`config.mk`:
```
export PLATFORM = sky130hd
export DESIGN_NAME = alu8_arbiter
export DESIGN_NICKNAME = d
export VERILOG_FILES = /design/src/rtl/alu8_arbiter.sv
export SDC_FILE = /design/constraint.sdc
export NUM_CORES = 1
export LEC_CHECK = 0
export CORE_ASPECT_RATIO = 1.25
export CORE_MARGIN = 3
export CORE_UTILIZATION = 44
export DETAILED_ROUTE_END_ITERATION = 8
export GPL_ROUTABILITY_DRIVEN = 0
export GPL_TIMING_DRIVEN = 1
export PLACE_DENSITY = 0.85
export SLEW_MARGIN = 5
export SYNTH_ARGS = -nofsm -noshare
export SYNTH_HDL_FRONTEND = slang
export SYNTH_SLANG_ARGS = --single-unit
export TNS_END_PERCENT = 20
```
`constraint.sdc`:
```
create_clock -name clk -period 3.6 [get_ports clk]
set_input_delay 1.08 -clock clk [delete_from_list [all_inputs] [get_ports clk]]
set_output_delay 1.08 -clock clk [all_outputs]
set_load 0.005 [all_outputs]
```
`src/rtl/alu8_arbiter.sv`:
```
// Two-requester front end for a shared 8-bit adder: round-robin arbitration, operand issue, response return.
// Define ALU8_ARB_FIXED_PRIO_EN to replace round-robin with fixed priority (requester 0 wins contention).
module alu8_arbiter #(
    parameter int ALU_LAT = 0
) (
    input  logic       clk,
    input  logic       rst_n,
    input  logic [1:0] req_valid,
    output logic [1:0] req_ready,
    input  logic [7:0] req0_op1,
    input  logic [7:0] req0_op2,
    input  logic [7:0] req1_op1,
    input  logic [7:0] req1_op2,
    output logic [7:0] alu_op1,
    output logic [7:0] alu_op2,
    output logic       alu_start,
    input  logic [7:0] alu_sum,
    input  logic [3:0] alu_flags,
    output logic [1:0] resp_valid,
    input  logic [1:0] resp_ready,
    output logic [7:0] resp_sum,
    output logic [3:0] resp_flags,
    output logic       busy,
    output logic [1:0] dbg_state
);

    typedef enum logic [1:0] {
        IDLE  = 2'd0,
        ISSUE = 2'd1,
        RESP  = 2'd2
    } state_e;

    localparam logic [3:0] LAST_ISSUE = 4'(ALU_LAT);

    state_e     state_q, state_d;
    logic [3:0] cnt_q, cnt_d;
    logic       win_q, win_d;
    logic [7:0] alu_op1_q, alu_op1_d;
    logic [7:0] alu_op2_q, alu_op2_d;
    logic       alu_start_q, alu_start_d;
    logic [1:0] resp_valid_q, resp_valid_d;
    logic [7:0] resp_sum_q, resp_sum_d;
    logic [3:0] resp_flags_q, resp_flags_d;

    logic       accept;
    logic       gnt_idx;
    logic [1:0] gnt_oh;

    // Handshakes: a transfer happens on the rising edge where valid and ready are both high.
    // Requesters may drop valid at any time before ready; responses hold until the winner's ready.
    assign accept = (state_q == IDLE) && (req_valid != 2'b00);

`ifdef ALU8_ARB_FIXED_PRIO_EN
    always_comb begin
        gnt_idx = ~req_valid[0];
    end
`else
    logic last_q, last_d;

    always_comb begin
        if (req_valid == 2'b11) begin
            gnt_idx = ~last_q;
        end else begin
            gnt_idx = req_valid[1];
        end
    end

    always_comb begin
        last_d = last_q;
        if (accept) begin
            last_d = gnt_idx;
        end
    end

    // Pointer starts at requester 1 so requester 0 wins the first contention.
    always_ff @(posedge clk or negedge rst_n) begin
        if (!rst_n) begin
            last_q <= 1'b1;
        end else begin
            last_q <= last_d;
        end
    end
`endif

    assign gnt_oh = gnt_idx ? 2'b10 : 2'b01;

    always_comb begin
        state_d      = state_q;
        cnt_d        = cnt_q;
        win_d        = win_q;
        alu_op1_d    = alu_op1_q;
        alu_op2_d    = alu_op2_q;
        alu_start_d  = 1'b0;
        resp_valid_d = resp_valid_q;
        resp_sum_d   = resp_sum_q;
        resp_flags_d = resp_flags_q;
        case (state_q)
            IDLE: begin
                if (accept) begin
                    win_d       = gnt_idx;
                    alu_op1_d   = gnt_idx ? req1_op1 : req0_op1;
                    alu_op2_d   = gnt_idx ? req1_op2 : req0_op2;
                    alu_start_d = 1'b1;
                    cnt_d       = 4'd0;
                    state_d     = ISSUE;
                end
            end
            ISSUE: begin
                if (cnt_q == LAST_ISSUE) begin
                    resp_sum_d   = alu_sum;
                    resp_flags_d = alu_flags;
                    resp_valid_d = win_q ? 2'b10 : 2'b01;
                    state_d      = RESP;
                end else begin
                    cnt_d = cnt_q + 4'd1;
                end
            end
            RESP: begin
                if (resp_ready[win_q]) begin
                    resp_valid_d = 2'b00;
                    state_d      = IDLE;
                end
            end
            default: begin
                state_d = IDLE;
            end
        endcase
    end

    always_ff @(posedge clk or negedge rst_n) begin
        if (!rst_n) begin
            state_q      <= IDLE;
            cnt_q        <= 4'd0;
            win_q        <= 1'b0;
            alu_op1_q    <= 8'd0;
            alu_op2_q    <= 8'd0;
            alu_start_q  <= 1'b0;
            resp_valid_q <= 2'b00;
            resp_sum_q   <= 8'd0;
            resp_flags_q <= 4'd0;
        end else begin
            state_q      <= state_d;
            cnt_q        <= cnt_d;
            win_q        <= win_d;
            alu_op1_q    <= alu_op1_d;
            alu_op2_q    <= alu_op2_d;
            alu_start_q  <= alu_start_d;
            resp_valid_q <= resp_valid_d;
            resp_sum_q   <= resp_sum_d;
            resp_flags_q <= resp_flags_d;
        end
    end

    // Ready is combinational from valid, so it is gated by rst_n to drop the instant reset asserts.
    assign req_ready  = (accept && rst_n) ? gnt_oh : 2'b00;
    assign alu_op1    = alu_op1_q;
    assign alu_op2    = alu_op2_q;
    assign alu_start  = alu_start_q;
    assign resp_valid = resp_valid_q;
    assign resp_sum   = resp_sum_q;
    assign resp_flags = resp_flags_q;
    assign busy       = (state_q != IDLE);
    assign dbg_state  = state_q;

endmodule
```
After elaboration in Yosys (flattened, before gate mapping)
Cells that the tools add are included.
- add/sub/neg operators: 1
- div/mod/pow operators: 0
- $lt $le $gt $ge: 1
- multiply operators: 0
- equality and inequality tests: 7
- bitwise gates (word level): 1
- multiplexer cells: 19
- reductions and logical operators: 13
- shift operators: 0
- operators with widths (kind ; number):
    2-to-1 mux 8 bit ; 2
    2-to-1 mux 2 bit ; 7
    AND reduction 3 bit ; 3
    2-to-1 mux 4 bit ; 2
    inequality test 2 bit (second input constant) ; 4
    one-hot mux 4 bit (2 select lines) ; 1
    nonzero test 2 bit ; 4
    one-hot mux 2 bit (3 select lines) ; 1
    2-to-1 mux 1 bit ; 5
    adder 4 x 1 -> 4 bit (second input constant) ; 1
    equality test 2 bit (second input constant) ; 2
    logical NOT 4 bit ; 1
    one-hot mux 2 bit (2 select lines) ; 1
    AND reduction 2 bit ; 2
    equality test 2 x 1 -> 1 bit (second input constant) ; 1
    logical AND 1 bit ; 2
    logical NOT 2 bit ; 1
    less-than comparator 1 x 2 -> 1 bit (second input constant) ; 1
    inverter 1 bit ; 1
- input port bits: 50
- output and inout port bits: 36
- ROM bits: 0
- memories: 0
- RAM bits: 0
- bits in latches: 0
- flip-flop bits (word level): 39

Longest topological paths before layout
Gate-level depths: netlist of run 1.
- depth in word-level cells: 4
- mapped depth: 6
- gate-level depth less buffers: 5

Worst setup path after synthesis of run 1
OpenSTA, ideal clock, no wires.
- path kind: input-to-output
- start: input req_valid[1]
- end: output req_ready[1]
- setup slack: 661 ps
- data required time: 2520 ps
- arrival: 1859 ps
- buffers on the path: 1
- stages: 3
- cell sequence: a21boi_2 clkbuf_1 and3_1
- cells in the longest elaborated chain, start to end: 4
- elaborated cells between the ends (all ways): 7
- classes of those cells: eq/ne: 1; mux: 3; reduce/logical: 3
- ends and longest elaborated chain (item ; line ; source):
    from (decl) ; 8 ; input logic [1:0] req_valid,
    equality test 2 bit or nonzero test 2 bit (tied branches) ; 61, 51 ;
    2-to-1 mux 1 bit or logical AND 1 bit (tied branches) ; 61, 51 ;
    2-to-1 mux 2 bit or logical AND 1 bit (tied branches) ; 85, 155 ;
    2-to-1 mux 2 bit (*) ; 155 ; assign req_ready = (accept && rst_n) ? gnt_oh : 2'b00;
    to (decl) ; 9 ; output logic [1:0] req_ready,
Every way passes the cells marked *; elsewhere a longest branch is shown, timed or not.

Worst setup path in the final report of run 1
Same ends and word-level chain as after synthesis.

==> run_results.csv, run 1 <==
group,metric,value,unit
outcome,status,"finished clean",
power_and_ir_drop,clock_power_share,16.1,%
power_and_ir_drop,pwr-share-comb,49.7,%
detailed_routing,routed_wl,4640,um
power_and_ir_drop,switchingPower,0.690,mW
cts,cts_tree,"yes",
synth,synth_xor_area_share,0.480,%
power_and_ir_drop,ir_drop,0.500,mV
detailed_routing,final_antenna_net_count,0,
sta,worst_pin_slew,0.381,ns
detailed_routing,vias_per_cell,5.33,
floorplan,die-area,0.00496,sq mm
sta,finalSetupViolations,0,
place,portBuffers,85,
sta,timing.final.crit_share,97.9,%
detailed_routing,wl_per_cell,15.7,um
synth,syn_inst,151,
finish,final_area,0.00286,sq mm
detailed_routing,drt-initial-drc-count,61,
floorplan,dieWidth,63.6,um
sta,fin_ws,0.0747,ns
critical_path,crit_fanout,4,
finish,syn2layout_area_growth,56.8,%
synth,syn_area_per_cell,12.1,sq um
worst_hold_path,hp-class,"register to register",
synth,yosysSeqAreaShare,53.5,%
synth,ys_types,34,
place,dp_hpwl,3380,um
detailed_routing,vias,1579,
synth,synthesis.area,0.00183,sq mm
floorplan,io_pins,86,
synth,synth_simple_gate_area_share,10.2,%
critical_path,setup.worst_path.start_class,"input port",
critical_path,worstPathRequired,2.52,ns
place,dp_slack,-0.00270,ns
critical_path,worstPathBufferInverterCount,2,
synth,synthAdderAreaFrac,1.37,%
synth,synth_top_family_by_area,"compound AO/OA/AOI/OAI gates",
grt,grt_max_degree,31,
sta,slew_violations,0,
cts,clkTransAtPathRegs,0.07,ns
detailed_routing,firstDrtPassIters,4,
power_and_ir_drop,power,2.30,mW
power_and_ir_drop,p_int,1.61,mW
floorplan,num_rows,25,
critical_path,critPathKind,"input port to output port",
finish,drive_gt1_share,16.1,%
cts,cts.htree.levels,2,
critical_path,cpPeakStageDelay,0.51,ns
critical_path,endpoint_kind,"output port",
grt,grt_first_pass_wirelength,7910,um
cts,cts.sinks,39,
sta,fmax,0.284,GHz
power_and_ir_drop,p_sw_share,29.9,%
cts,clk_path_buf_depth,2,
synth,ys_warn_count,0,
synth,synth_compound_area_share,19.4,%
grt,antenna_found_initial,0,
cts,cts_setup_buffers,0,
cts,insertion_delay,0.29,ns
sta,hold_viol,0,
critical_path,crit_chain,"clkdlybuf4s50_1 -> nor2_2 -> nor2_2 -> and3_1 -> clkdlybuf4s50_1",
grt,overflow,0,
finish,nets,293,
grt,track_usage,20.5,%
finish,antennaDiodeCount,0,
grt,grt_pass1_vias,1687,
flow_run,drv_cap,0,
sta,period_needed,3.53,ns
sta,rsz0062_at_grt,"no",
floorplan,initial_core_util,47.1,%
synth,muxShareOfSynthArea,11.6,%
sta,max_slew_margin,74.5,%
detailed_routing,drc_errors,0,
cts,cts_root_buf,"clkbuf_8",
critical_path,crit_family,"buffers and inverters",
synth,synth_seq_cells,39,
power_and_ir_drop,pwr-share-seq,34.3,%
floorplan,core_area,0.00388,sq mm
synth,syn_nets,203,
power_and_ir_drop,pwr_density_cell,805,mW/mm^2
sta,timing.hold.ws,0.513,ns
cts,cts_buffers,5,
place,placed_area,0.00274,sq mm
critical_path,slowest_stage,"clkdlybuf4s50_1",
sta,skew,0.00738,ns
critical_path,worstPathArrival,2.45,ns
floorplan,die_height,78.0,um
power_and_ir_drop,p_leak,1.24,nW
## worst reg2reg max path: cells and delay by family (launching register included)
kind          cells  cell delay (ns)
fa+ha+maj         1             0.19
flops             1             0.40
simple gates      2             0.64
mux               1             0.38
buf+inv           1             0.11
## state kept, by name, indices dropped and copies added (netlist names)
name,flops
alu_op1,8
alu_op2,8
resp_sum,8
cnt_q,4
resp_flags,4
dbg_state,2
resp_valid,2
alu_start,1
last_q,1
win_q,1
## per-layer routing
| layer | GRT usage, % | vias up | wire length, um |
|---|---|---|---|
| met1 | 24.9 | 756 | 1870 |
| met3 | 9.01 | 8 | 475 |
| li1 | - | 735 | - |
| met5 | 0 | - | 0 |
| met4 | 5.62 | 0 | 61 |
| met2 | 33.0 | 80 | 2240 |
## power by group through the flow
stage | sequential, mW | clock, mW | combinational, mW
floorplan | 0.792 | 0 | 0.583
global placement | 0.788 | 0 | 1.14
detailed placement | 0.788 | 0 | 1.16
CTS | 0.790 | 0.382 | 1.16
global route | 0.821 | 0.400 | 1.24
finish | 0.790 | 0.370 | 1.14
## layout make-up
class	count	area, sq um
tap	54	67.6
timing repair buffer	92	900
multi-input combinational	99	786
sequential	39	977
inverter	4	15.0
clock inverter	2	35.0
clock buffer	6	82.6
fill	325	1020
## metrics by stage
stage	utilization [%]	TNS [ns]	cells
after floorplan	-	0	151
after global placement	70.7	0	288
after detailed placement	70.7	-0.00270	288
after CTS	73.7	0	296
after global routing	73.8	0	296
final	73.8	0	296
## what timing repair did
action	4_1_cts	5_1_grt
endpoints found under the setup margin	1	1
pin swaps	0	0
hold buffers	0	0
gates resized for setup	1	1
## cell usage in the layout (no fill, tap or decap), types with 2 or more instances in the layout
cell type        netlist  final
clkbuf_8               0      6
buf_4                  0      7
nand2_1               18     18
a2bb2oi_1             16     16
o21ai_0                4      4
mux2_4                 9      9
dfrtp_1               38     38
and3_1                 2      2
nand3_1                5      5
inv_1                  4      4
a211oi_1              16     16
o22ai_1                2      2
nor2_2                 2      2
ha_1                   2      2
mux2i_1                2      2
clkdlybuf4s50_1        0     82
mux2_2                 5      5
## cell usage after synthesis
library cell  number  area, sq um
or2_1              1         6.26
nor2_2             2         12.5
a211oi_1          16          120
xor2_1             1         8.76
o21ai_0            4         20.0
a2bb2oi_1         16          140
o221a_2            1         11.3
dfstp_2            1         26.3
or3b_2             1         8.76
buf_2              5         25.0
o21a_1             1         7.51
nor4b_4            1         23.8
o22ai_1            2         12.5
a21bo_2            1         10.0
a21oi_1            1         5.00
mux2_2             5         56.3
nor3b_1            1         7.51
mux2i_1            2         20.0
mux2_4             9          135
nand2_2            1         6.26
nand2_1           18         67.6
nor2b_1            1         6.26
o31ai_1            1         7.51
nand2b_1           1         6.26
nand3_1            5         25.0
dfrtp_1           38          951
clkbuf_1           3         11.3
inv_1              4         15.0
ha_1               2         25.0
nor2_1             1         3.75
and3_1             2         12.5
buf_6              1         11.3
o32ai_1            1         8.76
a21boi_2           1         11.3
## logic make-up (layout without fill, tap and decap cells)
family | after synthesis | in the layout
buf+inv | 13 | 104
simple gates | 35 | 35
xor+xnor | 1 | 1
flops | 39 | 39
fa+ha+maj | 2 | 2
mux | 16 | 16
compound gates | 45 | 45
## path summary, 6_finish.rpt
kind                                           end  cells past startpoint  slack (ns)               startpoint
hold reg to reg            resp_sum[4]$_DFFE_PN0P_                      1        0.51  resp_sum[4]$_DFFE_PN0P_
setup reg to reg           resp_sum[7]$_DFFE_PN0P_                      5        1.77     cnt_q[0]$_DFFE_PN0P_
min in group asynchronous   alu_op1[1]$_DFFE_PN0P_                      1        0.65                    rst_n
max in group asynchronous   alu_op1[4]$_DFFE_PN0P_                      2        2.30                    rst_n
setup / recovery                      req_ready[1]                      5        0.07             req_valid[1]
hold / removal             resp_sum[4]$_DFFE_PN0P_                      1        0.51  resp_sum[4]$_DFFE_PN0P_
Power figures use the tool's default switching activity.
==> inputs of run 2 (changes only) <==
CTS_CLUSTER_SIZE = 20   (was not set)
SETUP_SLACK_MARGIN = 0.2   (was not set)
==> run_results.csv, run 2 (same netlist as run 1, synthesis figures left out) <==
group,metric,value,unit
finish,nets,294,
detailed_routing,vias,1572,
grt,grt_max_degree,31,
critical_path,critPathMostFrequentCell,"nor2_2",
critical_path,worstPathRequired,2.52,ns
sta,timing.final.crit_share,88.6,%
floorplan,initial_core_util,47.1,%
worst_hold_path,holdPathEnd,"resp_sum[4]$_DFFE_PN0P_",
sta,rsz0062_at_grt,"no",
grt,overflow,0,
place,portBuffers,85,
sta,worst_pin_slew,0.381,ns
cts,clk_path_buf_depth,2,
critical_path,ff2ff_path_depth,5,
detailed_routing,firstDrtPassIters,4,
power_and_ir_drop,p_leak,1.26,nW
worst_hold_path,hp-class,"register to register",
floorplan,dieWidth,63.6,um
critical_path,critPathKind,"input port to output port",
floorplan,die_height,78.0,um
detailed_routing,routed_wl,4650,um
critical_path,setup.worst_path.start_class,"input port",
critical_path,r2r-end,"resp_sum[7]$_DFFE_PN0P_",
detailed_routing,vias_per_cell,5.29,
place,dp_hpwl,3380,um
floorplan,core_area,0.00388,sq mm
worst_hold_path,hold_depth,1,
cts,insertion_delay,0.29,ns
flow_run,drv_cap,0,
cts,cts_tree,"yes",
critical_path,endpoint_kind,"output port",
floorplan,io_pins,86,
outcome,status,"finished clean",
critical_path,cpPeakStageDelay,0.49,ns
cts,cts_buffers,5,
sta,max_slew_margin,74.5,%
detailed_routing,wl_per_cell,15.6,um
sta,hold_viol,0,
cts,clkTransAtPathRegs,0.07,ns
finish,final_cell_mix,"clkdlybuf4s50_1, dfrtp_1, nand2_1",
detailed_routing,drt-initial-drc-count,56,
cts,cts.sinks,39,
detailed_routing,final_antenna_net_count,0,
critical_path,reg2reg_from,"cnt_q[0]$_DFFE_PN0P_",
sta,skew,0.00731,ns
finish,antennaDiodeCount,0,
grt,grt_first_pass_wirelength,7910,um
finish,drive_gt1_share,16.5,%
sta,finalSetupViolations,0,
detailed_routing,drc_errors,0,
grt,track_usage,20.5,%
cts,cts.htree.levels,2,
sta,timing.hold.ws,0.513,ns
cts,cts_root_buf,"clkbuf_8",
grt,grt_pass1_vias,1687,
critical_path,worstPathArrival,2.11,ns
sta,period_needed,3.19,ns
grt,antenna_found_initial,0,
power_and_ir_drop,pwr_density_cell,804,mW/mm^2
finish,syn2layout_area_growth,57.4,%
critical_path,slowest_stage,"clkdlybuf4s50_1",
sta,fin_ws,0.409,ns
sta,fmax,0.313,GHz
floorplan,die-area,0.00496,sq mm
power_and_ir_drop,ir_drop,0.501,mV
critical_path,crit_fanout,4,
worst_hold_path,hp-start,"resp_sum[4]$_DFFE_PN0P_",
finish,final_common_cell,"clkdlybuf4s50_1",
floorplan,num_rows,25,
place,dp_slack,-0.00270,ns
sta,slew_violations,0,
critical_path,crit_chain,"dlymetal6s2s_1 -> nor2_2 -> nor2_2 -> and3_1 -> clkdlybuf4s50_1",
critical_path,r2r_setup_slack,1.78,ns
## run 2: critical path, delay by kind of cell
family                 cells  cell delay (ns)
and+or+nand+nor            3             0.39
buffers and inverters      2             0.65
## run 2: repair_timing
| item | in CTS | in global routing |
|---|---|---|
| pin swaps | 0 | 1 |
| setup endpoints to repair | 2 | 2 |
| setup buffers | 0 | 1 |
| gates resized for setup | 1 | 2 |
| hold buffers | 0 | 0 |
## run 2: final cells by class
type	instances	area [sq um]
fillers	321	1010
flip-flops and latches	39	977
repair buffers	93	910
multi-input cells	99	786
clock buffers	6	82.6
well taps	54	67.6
clock inverters	2	35.0
inverters	4	15.0
## run 2: worst max-delay path by stage
stage / startpoint / endpoint / slack (ns) / depth (start not counted)
CTS: req_valid[0] / req_ready[1] / 0.05 / 5
global placement: req_valid[0] / req_ready[0] / 0.01 / 5
global route: req_valid[0] / req_ready[1] / 0.35 / 5
floorplan: req_valid[1] / req_ready[1] / 0.66 / 3
finish: req_valid[0] / req_ready[1] / 0.41 / 5
detailed placement: req_valid[0] / req_ready[0] / -0.003 / 5
## run 2: where the power goes
group / total, mW / internal (mW) / switching (mW)
sequential: 0.790 / 0.650 / 0.140
clock: 0.370 / 0.224 / 0.146
combinational: 1.15 / 0.745 / 0.405
total: 2.31 / 1.62 / 0.691
## run 2: through the flow
step	util, %	TNS (ns)	power, mW	instances	cell area (sq um)
CTS	73.7	0	2.33	296	2860
detailed placement	70.7	-0.00270	1.95	288	2740
global route	74.1	0	2.47	297	2870
floorplan	-	0	1.37	151	1830
global placement	70.7	0	1.92	288	2740
finish	74.1	0	2.31	297	2870
## run 2: layer usage
| layer | vias up | track usage [%] | routed length, um |
|---|---|---|---|
| met5 | - | 0 | 0 |
| met4 | 0 | 5.62 | 61 |
| met3 | 8 | 9.01 | 454 |
| met2 | 76 | 33.0 | 2240 |
| met1 | 752 | 24.9 | 1890 |
| li1 | 736 | - | - |
